<file path="src/rtl/univ_shift_reg_if.sv">
// Control/data bundle for univ_shift_reg: host-side step/burst controls
// and the registered shift-register outputs.
interface univ_shift_reg_if #(
    parameter int WIDTH = 8,
    parameter int AMT_W = 4
);
    logic             en;
    logic [2:0]       mode;
    logic             sin_lsb;
    logic             sin_msb;
    logic [WIDTH-1:0] pdata;
    logic             start;
    logic [AMT_W-1:0] amt;
    logic [WIDTH-1:0] out;
    logic             sout;
    logic             busy;
    logic             done;

    modport master (
        output en, mode, sin_lsb, sin_msb, pdata, start, amt,
        input  out, sout, busy, done
    );

    modport slave (
        input  en, mode, sin_lsb, sin_msb, pdata, start, amt,
        output out, sout, busy, done
    );
endinterface

</file>
<file path="src/rtl/univ_shift_reg.sv">
// Universal shift register: single steps under en, or a multi-cycle burst of
// amt steps under a start/busy/done handshake.
module univ_shift_reg #(
    parameter int WIDTH = 8,
    parameter int AMT_W = 4
) (
    input logic            clk,
    input logic            rst,
    univ_shift_reg_if.slave bus
);

    typedef enum logic [2:0] {
        M_HOLD  = 3'b000,
        M_SHL   = 3'b001,
        M_SHR   = 3'b010,
        M_ROL   = 3'b011,
        M_ROR   = 3'b100,
        M_ASR   = 3'b101,
        M_LOAD  = 3'b110,
        M_CLEAR = 3'b111
    } mode_t;

    typedef enum logic {
        S_IDLE = 1'b0,
        S_RUN  = 1'b1
    } state_t;

    state_t           state_q, state_d;
    mode_t            run_mode_q, run_mode_d;
    logic [AMT_W-1:0] cnt_q, cnt_d;
    logic [WIDTH-1:0] data_q, data_d;
    logic             sout_q, sout_d;
    logic             busy_q, busy_d;
    logic             done_q, done_d;

    mode_t            in_mode;
    mode_t            step_mode;
    logic [WIDTH-1:0] step_data;
    logic             step_sout;
    logic             do_step;
    logic             in_is_shift;

    assign in_mode     = mode_t'(bus.mode);
    assign in_is_shift = in_mode inside {M_SHL, M_SHR, M_ROL, M_ROR, M_ASR};
    // A burst keeps stepping with the mode captured at start, whatever the host drives.
    assign step_mode   = (state_q == S_RUN) ? run_mode_q : in_mode;

    // One step of the selected operation applied to the current contents.
    always_comb begin
        // NOTE: every combinational output gets a default first so no path leaves it unassigned (no latch).
        step_data = data_q;
        step_sout = sout_q;
        case (step_mode)
            M_SHL: begin
                step_data = {data_q[WIDTH-2:0], bus.sin_lsb};
                step_sout = data_q[WIDTH-1];
            end
            M_SHR: begin
                step_data = {bus.sin_msb, data_q[WIDTH-1:1]};
                step_sout = data_q[0];
            end
            M_ROL: begin
                step_data = {data_q[WIDTH-2:0], data_q[WIDTH-1]};
                step_sout = data_q[WIDTH-1];
            end
            M_ROR: begin
                step_data = {data_q[0], data_q[WIDTH-1:1]};
                step_sout = data_q[0];
            end
            M_ASR: begin
                step_data = {data_q[WIDTH-1], data_q[WIDTH-1:1]};
                step_sout = data_q[0];
            end
            M_LOAD:  step_data = bus.pdata;
            M_CLEAR: step_data = '0;
            default: ;
        endcase
    end

    always_comb begin
        state_d    = state_q;
        run_mode_d = run_mode_q;
        cnt_d      = cnt_q;
        busy_d     = 1'b0;
        done_d     = 1'b0;
        do_step    = 1'b0;

        case (state_q)
            S_IDLE: begin
                if (bus.start) begin
                    if (!in_is_shift) begin
                        do_step = 1'b1;
                        done_d  = 1'b1;
                    end else if (bus.amt == '0) begin
                        done_d = 1'b1;
                    end else if (bus.amt == AMT_W'(1)) begin
                        do_step = 1'b1;
                        done_d  = 1'b1;
                    end else begin
                        // First step happens on the accepting edge, so amt-1 remain.
                        do_step    = 1'b1;
                        run_mode_d = in_mode;
                        cnt_d      = bus.amt - AMT_W'(1);
                        state_d    = S_RUN;
                        busy_d     = 1'b1;
                    end
                end else if (bus.en) begin
                    do_step = 1'b1;
                end
            end
            S_RUN: begin
                do_step = 1'b1;
                cnt_d   = cnt_q - AMT_W'(1);
                if (cnt_q == AMT_W'(1)) begin
                    state_d = S_IDLE;
                    done_d  = 1'b1;
                end else begin
                    busy_d = 1'b1;
                end
            end
            default: state_d = S_IDLE;
        endcase

        data_d = do_step ? step_data : data_q;
        sout_d = do_step ? step_sout : sout_q;
    end

    always_ff @(posedge clk or posedge rst) begin
        if (rst) begin
            state_q    <= S_IDLE;
            run_mode_q <= M_HOLD;
            cnt_q      <= '0;
            data_q     <= '0;
            sout_q     <= 1'b0;
            busy_q     <= 1'b0;
            done_q     <= 1'b0;
        end else begin
            // NOTE: state registers use non-blocking assignment so every flop samples pre-edge values.
            state_q    <= state_d;
            run_mode_q <= run_mode_d;
            cnt_q      <= cnt_d;
            data_q     <= data_d;
            sout_q     <= sout_d;
            busy_q     <= busy_d;
            done_q     <= done_d;
        end
    end

    assign bus.out  = data_q;
    assign bus.sout = sout_q;
    assign bus.busy = busy_q;
    assign bus.done = done_q;

endmodule
</file>
<file path="src/flat_wrapper.sv">
// flat-port wrapper written by rule: the top's interface ports become plain ports
module univ_shift_reg_flat 
#(
    parameter int WIDTH = 8,
    parameter int AMT_W = 4
)
  (clk, rst, bus_en, bus_mode, bus_sin_lsb, bus_sin_msb, bus_pdata, bus_start, bus_amt, bus_out, bus_sout, bus_busy, bus_done);
  univ_shift_reg_if #(.WIDTH(WIDTH), .AMT_W(AMT_W)) bus_i ();
  input logic clk;
  input logic rst;
  input wire logic [$bits(bus_i.en)-1:0] bus_en;
  input wire logic [$bits(bus_i.mode)-1:0] bus_mode;
  input wire logic [$bits(bus_i.sin_lsb)-1:0] bus_sin_lsb;
  input wire logic [$bits(bus_i.sin_msb)-1:0] bus_sin_msb;
  input wire logic [$bits(bus_i.pdata)-1:0] bus_pdata;
  input wire logic [$bits(bus_i.start)-1:0] bus_start;
  input wire logic [$bits(bus_i.amt)-1:0] bus_amt;
  output wire logic [$bits(bus_i.out)-1:0] bus_out;
  output wire logic [$bits(bus_i.sout)-1:0] bus_sout;
  output wire logic [$bits(bus_i.busy)-1:0] bus_busy;
  output wire logic [$bits(bus_i.done)-1:0] bus_done;
  assign bus_i.en = bus_en;
  assign bus_i.mode = bus_mode;
  assign bus_i.sin_lsb = bus_sin_lsb;
  assign bus_i.sin_msb = bus_sin_msb;
  assign bus_i.pdata = bus_pdata;
  assign bus_i.start = bus_start;
  assign bus_i.amt = bus_amt;
  assign bus_out = bus_i.out;
  assign bus_sout = bus_i.sout;
  assign bus_busy = bus_i.busy;
  assign bus_done = bus_i.done;
  univ_shift_reg #(.WIDTH(WIDTH), .AMT_W(AMT_W)) u_core (.clk(clk), .rst(rst), .bus(bus_i));
endmodule
</file>
<file path="config.mk">
export PLATFORM = sky130hd
export DESIGN_NAME = univ_shift_reg_flat
export DESIGN_NICKNAME = d
export VERILOG_FILES = /design/src/rtl/univ_shift_reg_if.sv /design/src/rtl/univ_shift_reg.sv /design/src/flat_wrapper.sv
export SDC_FILE = /design/constraint.sdc
export NUM_CORES = 1
export LEC_CHECK = 0
export BUFFER_PORTS_ARGS = -buffer_cell sky130_fd_sc_hd__buf_2
export CAP_MARGIN = 20
export CORE_MARGIN = 2
export CORE_UTILIZATION = 52
export DETAILED_ROUTE_END_ITERATION = 12
export MAX_ROUTING_LAYER = met4
export PLACE_DENSITY = 0.78
export SYNTH_ARGS = -nofsm -noshare
export SYNTH_HDL_FRONTEND = slang
export SYNTH_SLANG_ARGS = --single-unit
export TNS_END_PERCENT = 1
</file>
<file path="constraint.sdc">
create_clock -name clk -period 2.4 [get_ports clk]
set_input_delay 0.48 -clock clk [delete_from_list [all_inputs] [get_ports clk]]
set_output_delay 0.48 -clock clk [all_outputs]
set_load 0.01 [all_outputs]
</file>
* Yosys cells after proc, flatten, opt, wreduce, memory -nomap -nowiden
Index checks and enable logic that the tools add are counted.
** Word-level totals
- Memories kept :: 0
- Latch bits :: 0
- Word-level logic and storage cells :: 68
- Register bits after elaboration :: 18
- Memory bits (read-only) :: 0
- Output and inout port bits :: 11
- Bits in writable memories :: 0
** Cells by class
- Shifts and indexed selects :: 0
- Bitwise logic cells :: 4
- Add/subtract/negate cells :: 2
- Order comparisons :: 0
- Reductions and logical operators :: 12
- Div/mod/pow operators :: 0
- Mux-type cells :: 25
- Equality and inequality tests :: 18
- Multipliers :: 0
** Operators by type and width (number)
- $pmux 8 s7 :: 1
- $eq 3x3->1 const B :: 6
- $mux 4 :: 4
- $mux 1 :: 14
- $eq 3x2->1 const B :: 4
- $eq 4x1->1 const B :: 2
- $pmux 1 s2 :: 4
- $pmux 4 s2 :: 1
- $sub 4x1->4 const B :: 2
- $reduce_bool 7->1 :: 1
- $eq 3x1->1 const B :: 2
- $ne 2x2->1 const B :: 3
- $reduce_bool 6->1 :: 1
- $reduce_and 5->1 :: 1
- $reduce_bool 5->1 :: 1
- $logic_not 4->1 :: 1
- $not 1->1 :: 4
- $reduce_and 2->1 :: 2
- $reduce_and 4->1 :: 1
- $mux 3 :: 1
- $reduce_and 3->1 :: 1
- $reduce_or 3->1 :: 1
- $ne 2x1->1 const B :: 1
- $reduce_bool 2->1 :: 1
- $reduce_or 2->1 :: 1

* Logic depth before layout (Yosys ltp)
- Depth after elaboration :: 6
- Gate-level depth with buffers :: 8

* Worst setup path before layout
OpenSTA, ideal clock, no wires.
- Path type :: in2reg
- From :: in bus_amt[0]
- To :: reg u_core.run_mode_q[0]
- Arrival time :: 1.701 ns
- Path buffers :: 0
- Library setup time :: 0.125 ns
- Required time :: 2.275 ns
- Setup slack :: 0.574 ns
- Stages :: 6
- Path through :: inv_1 > ha_1 > nor2_1 > o2111ai_2 > nor2_1 > mux2_2
** On the way
- Cells in the longest elaborated chain, start to end :: 3
- Elaborated cells on any way between the ends :: 5
** Ends and longest elaborated chain
- start: declaration :: RTL line flat_wrapper.sv:17 : input wire logic [$bits(bus_i.amt)-1:0] bus_amt;
- $eq 4x1->1 / $logic_not 4->1 (equally long branches) :: RTL line univ_shift_reg.sv:96, univ_shift_reg.sv:94
- $not 1->1 (no line)
- $reduce_and 5->1 (no line) (*)
- end signal: assignment :: RTL line univ_shift_reg.sv:140 : run_mode_q <= run_mode_d;
- end: declaration :: RTL line univ_shift_reg.sv:29 : mode_t run_mode_q, run_mode_d;
Every way passes the cells marked *; elsewhere a longest branch is shown, timed or not.
A chain may end at the register's enable or synchronous reset.

* Worst setup path after layout
- From :: reg u_core.state_q
- To :: reg u_core.data_q[3], in the netlist u_core.bus.out[3]
** On the way
- Cells in the longest elaborated chain, start to end :: 4
- Elaborated cells on any way between the ends :: 13
** Ends and longest elaborated chain
- start: declaration :: RTL line univ_shift_reg.sv:28 : state_t state_q, state_d;
- start signal: assignment :: RTL line univ_shift_reg.sv:139 : state_q <= state_d;
- $mux 3 :: RTL line univ_shift_reg.sv:46 : assign step_mode = (state_q == S_RUN) ? run_mode_q : in_mode;
- $eq 3x3->1 (tied with other cells) :: RTL line univ_shift_reg.sv:53 : case (step_mode)
- $reduce_bool 7->1 (no line)
- $reduce_and 2->1 (no line)
- end signal: assignment :: RTL line univ_shift_reg.sv:142 : data_q <= data_d;
- end: declaration :: RTL line univ_shift_reg.sv:31 : logic [WIDTH-1:0] data_q, data_d;
Parallel ways exist; a longest one is shown, timed or not.

==> results by group <==
Outcome
  – Outcome: finished, final reports clean

Yosys
  – Syn Area/Cell: 10.1 µm²
  – YS warnings: 0
  – Mapped Nets: 150
  – Main flop type after synthesis: dfrtp_1
  – Most frequent cells after synthesis: dfrtp_1 (18), nor2_1 (13), nand2_1 (11)
  – Number of synthesized flops with an enable pin: 0
  – Async S/R FF share, synth: 1.00
  – Sequential fraction of the synthesis area: 0.357
  – Count leader, synth: dfrtp_1
  – Yosys cell types: 35
  – Share of the synthesized area in the top cell type: 0.357
  – Dominant cells by area after synthesis: dfrtp_1 (36%), mux2i_1 (7.1%), ha_1 (4.0%), nor2_1 (3.9%), mux2_2 (3.6%)
  – Post-synthesis register bit count: 18
  – Cell taking the most area after synthesis: dfrtp_1
  – Syn Inst Count: 125
  – Cell Area, Synth: 0.00126 mm²

Run
  – Maxcap violations: 0

Detailed routing
  – DRC Markers: 0
  – Number of DRC markers in iteration 0: 25
  – Vias: 1110
  – Post-DRT Antenna Nets: 0
  – Routed wire length: 2880 µm
  – TritonRoute pass-1 iters: 4
  – Via/cell ratio: 5.90
  – Avg WL per Cell: 15.3 µm

Clock network
  – Post-CTS sizing: 0
  – CTS tree: built
  – Root Buffer: clkbuf_4
  – Number of buffers created by CTS: 3
  – Clock buffer depth: 2
  – Hold-fix buffers at CTS: 0
  – Clock Latency Late Sink: 310 ps
  – CTS sink cnt: 18
  – H-tree depth: 1
  – Post-CTS Setup Repair Bufs: 0
  – Clock slew at reported path FFs: 110 ps

Global routing
  – GRT overflow: 0
  – First-pass GRT wire length: 4980 µm
  – GRT Util Overall: 0.244
  – Antenna violations before repair: 0
  – Largest net degree at the start of global routing: 19
  – Number of global-route vias before repair: 1121

STA
  – Final hold vios: 0
  – Worst slew margin: 0.532
  – Fin Clk Skew: 9.76 ps
  – Pin slew with the least headroom to its limit: 701 ps
  – Fin crit period: 1950 ps
  – Endpoints failing setup: 0
  – RSZ-0062 raised after global routing: false
  – F_max: 514 MHz
  – Fin. max-slew vios: 0
  – Fin worst setup slack: 454 ps
  – Fin crit share: 0.811
  – Setup TNS: 0 ps

Power
  – Leak Pwr: 0.000732 µW
  – Clock power frac: 0.095
  – Sw frac: 0.447
  – Pint: 1140 µW
  – Switch Pwr: 922 µW
  – Logic pwr share: 0.604
  – Worst vdd ir: 0.771 mV
  – Power Density: 1390 mW/mm²
  – Total power: 2060 µW
  – Sequential power share: 0.302

Final layout
  – Nets: 186
  – Area growth syn-to-layout: 18.1%
  – Share of cells above drive strength 1: 0.356
  – Diode count: 0
  – Post-route cell area: 0.00149 mm²

Floorplanning
  – Core region area: 0.00225 mm²
  – Die area: 0.00283 mm²
  – Die Y: 53.2 µm
  – Io pins: 32
  – Horiz. Die Dim: 53.2 µm
  – FP Rows: 17
  – Starting density of the core: 0.559

Critical path
  – Worst setup EP type: register
  – Startpoint types: register
  – CP max stage cell: dfrtp_1
  – WS Path Type: reg -> reg
  – CP most frequent cell: buf_4
  – Buf/Inv on CP: 2
  – CP Max Fanout: 13
  – Worst EP arrival: 2150 ps
  – CP required: 2600 ps
  – Delay-heaviest family, CP: compound AO/OA/AOI/OAI gates
  – Max incr delay on CP: 500 ps
  – Cell Chain, Critical Path: buf_4 > mux2i_4 > buf_4 > nor2_8 > a221oi_1 > a211oi_1 > a21o_1

Placed design
  – DP Area: 0.00145 mm²
  – IO buf count: 31
  – Routability cong.: 0.901
  – Post-Place Worst Slack: 280 ps
  – Placed wire-length estimate: 2220 µm

Min path
  – HP Class: in -> async
cell families after synthesis:
family                     after synthesis  synth area share
AOI/OAI and AO/OA                       38             0.237
and+or+nand+nor                         33             0.139
DFF                                     18             0.357
muxes                                   16             0.149
buffers and inverters                   12            0.0497
xor gates and xnor gates                 4            0.0278
adders and majority gates                4            0.0397
metrics by stage:
stage           util  std cells  hold slack [ps]
2_1_floorplan      -        125              419
3_3_place_gp   0.644        184              470
3_5_place_dp   0.644        184              480
4_1_cts        0.660        188              298
5_1_grt        0.660        188              322
6_report       0.660        188              262
cell type report:
class / count / area, µm²
multi-input combinational: 95 / 747
clock buffer: 4 / 36.3
tap: 28 / 35.0
inverter: 7 / 26.3
timing repair buffer: 36 / 193
sequential: 18 / 450
fill: 197 / 767
worst paths after layout:
kind | start | end | slack (ps) | depth (start not counted)
setup / recovery | u_core.state_q | u_core.bus.out[3] | 450 | 7
hold / removal | rst | u_core.bus.out[5] | 260 | 2
setup reg to reg | u_core.state_q | u_core.bus.out[3] | 450 | 7
hold reg to reg | u_core.bus.sout | u_core.bus.sout | 500 | 1
max in group asynchronous | rst | u_core.bus.done | 1690 | 2
min in group clk | bus_mode[0] | u_core.run_mode_q[0] | 450 | 2
power groups by stage:
stage / registers [µW] / logic [µW] / clock network, µW
floorplan: 619 / 935 / 0
global placement: 615 / 1190 / 0
detailed placement: 623 / 1250 / 0
CTS: 617 / 1260 / 196
global route: 645 / 1380 / 212
finish: 622 / 1250 / 195
per-layer routing:
metal  up-vias  part of all wire  track usage
li1        533                 -            -
met1       534              0.43        0.321
met2        38              0.51        0.405
met3         5             0.043       0.0282
met4         0             0.015       0.0513
met5         -                 0            -
flip-flops by register name, summed over array words and instances (netlist names):
signal,count
u_core.bus.out,8
u_core.cnt_q,4
u_core.run_mode_q,3
u_core.bus.done,1
u_core.bus.sout,1
u_core.state_q,1
layout by cell type (no fill, tap or decap), types with 5 or more instances in the layout:
| cell | n |
|---|---|
| nor2_1 | 13 |
| a21oi_1 | 7 |
| inv_1 | 7 |
| dfrtp_1 | 18 |
| buf_4 | 5 |
| mux2i_1 | 9 |
| buf_2 | 31 |
| o21ai_0 | 7 |
| nand2_1 | 11 |
Power figures use the tool's default switching activity.
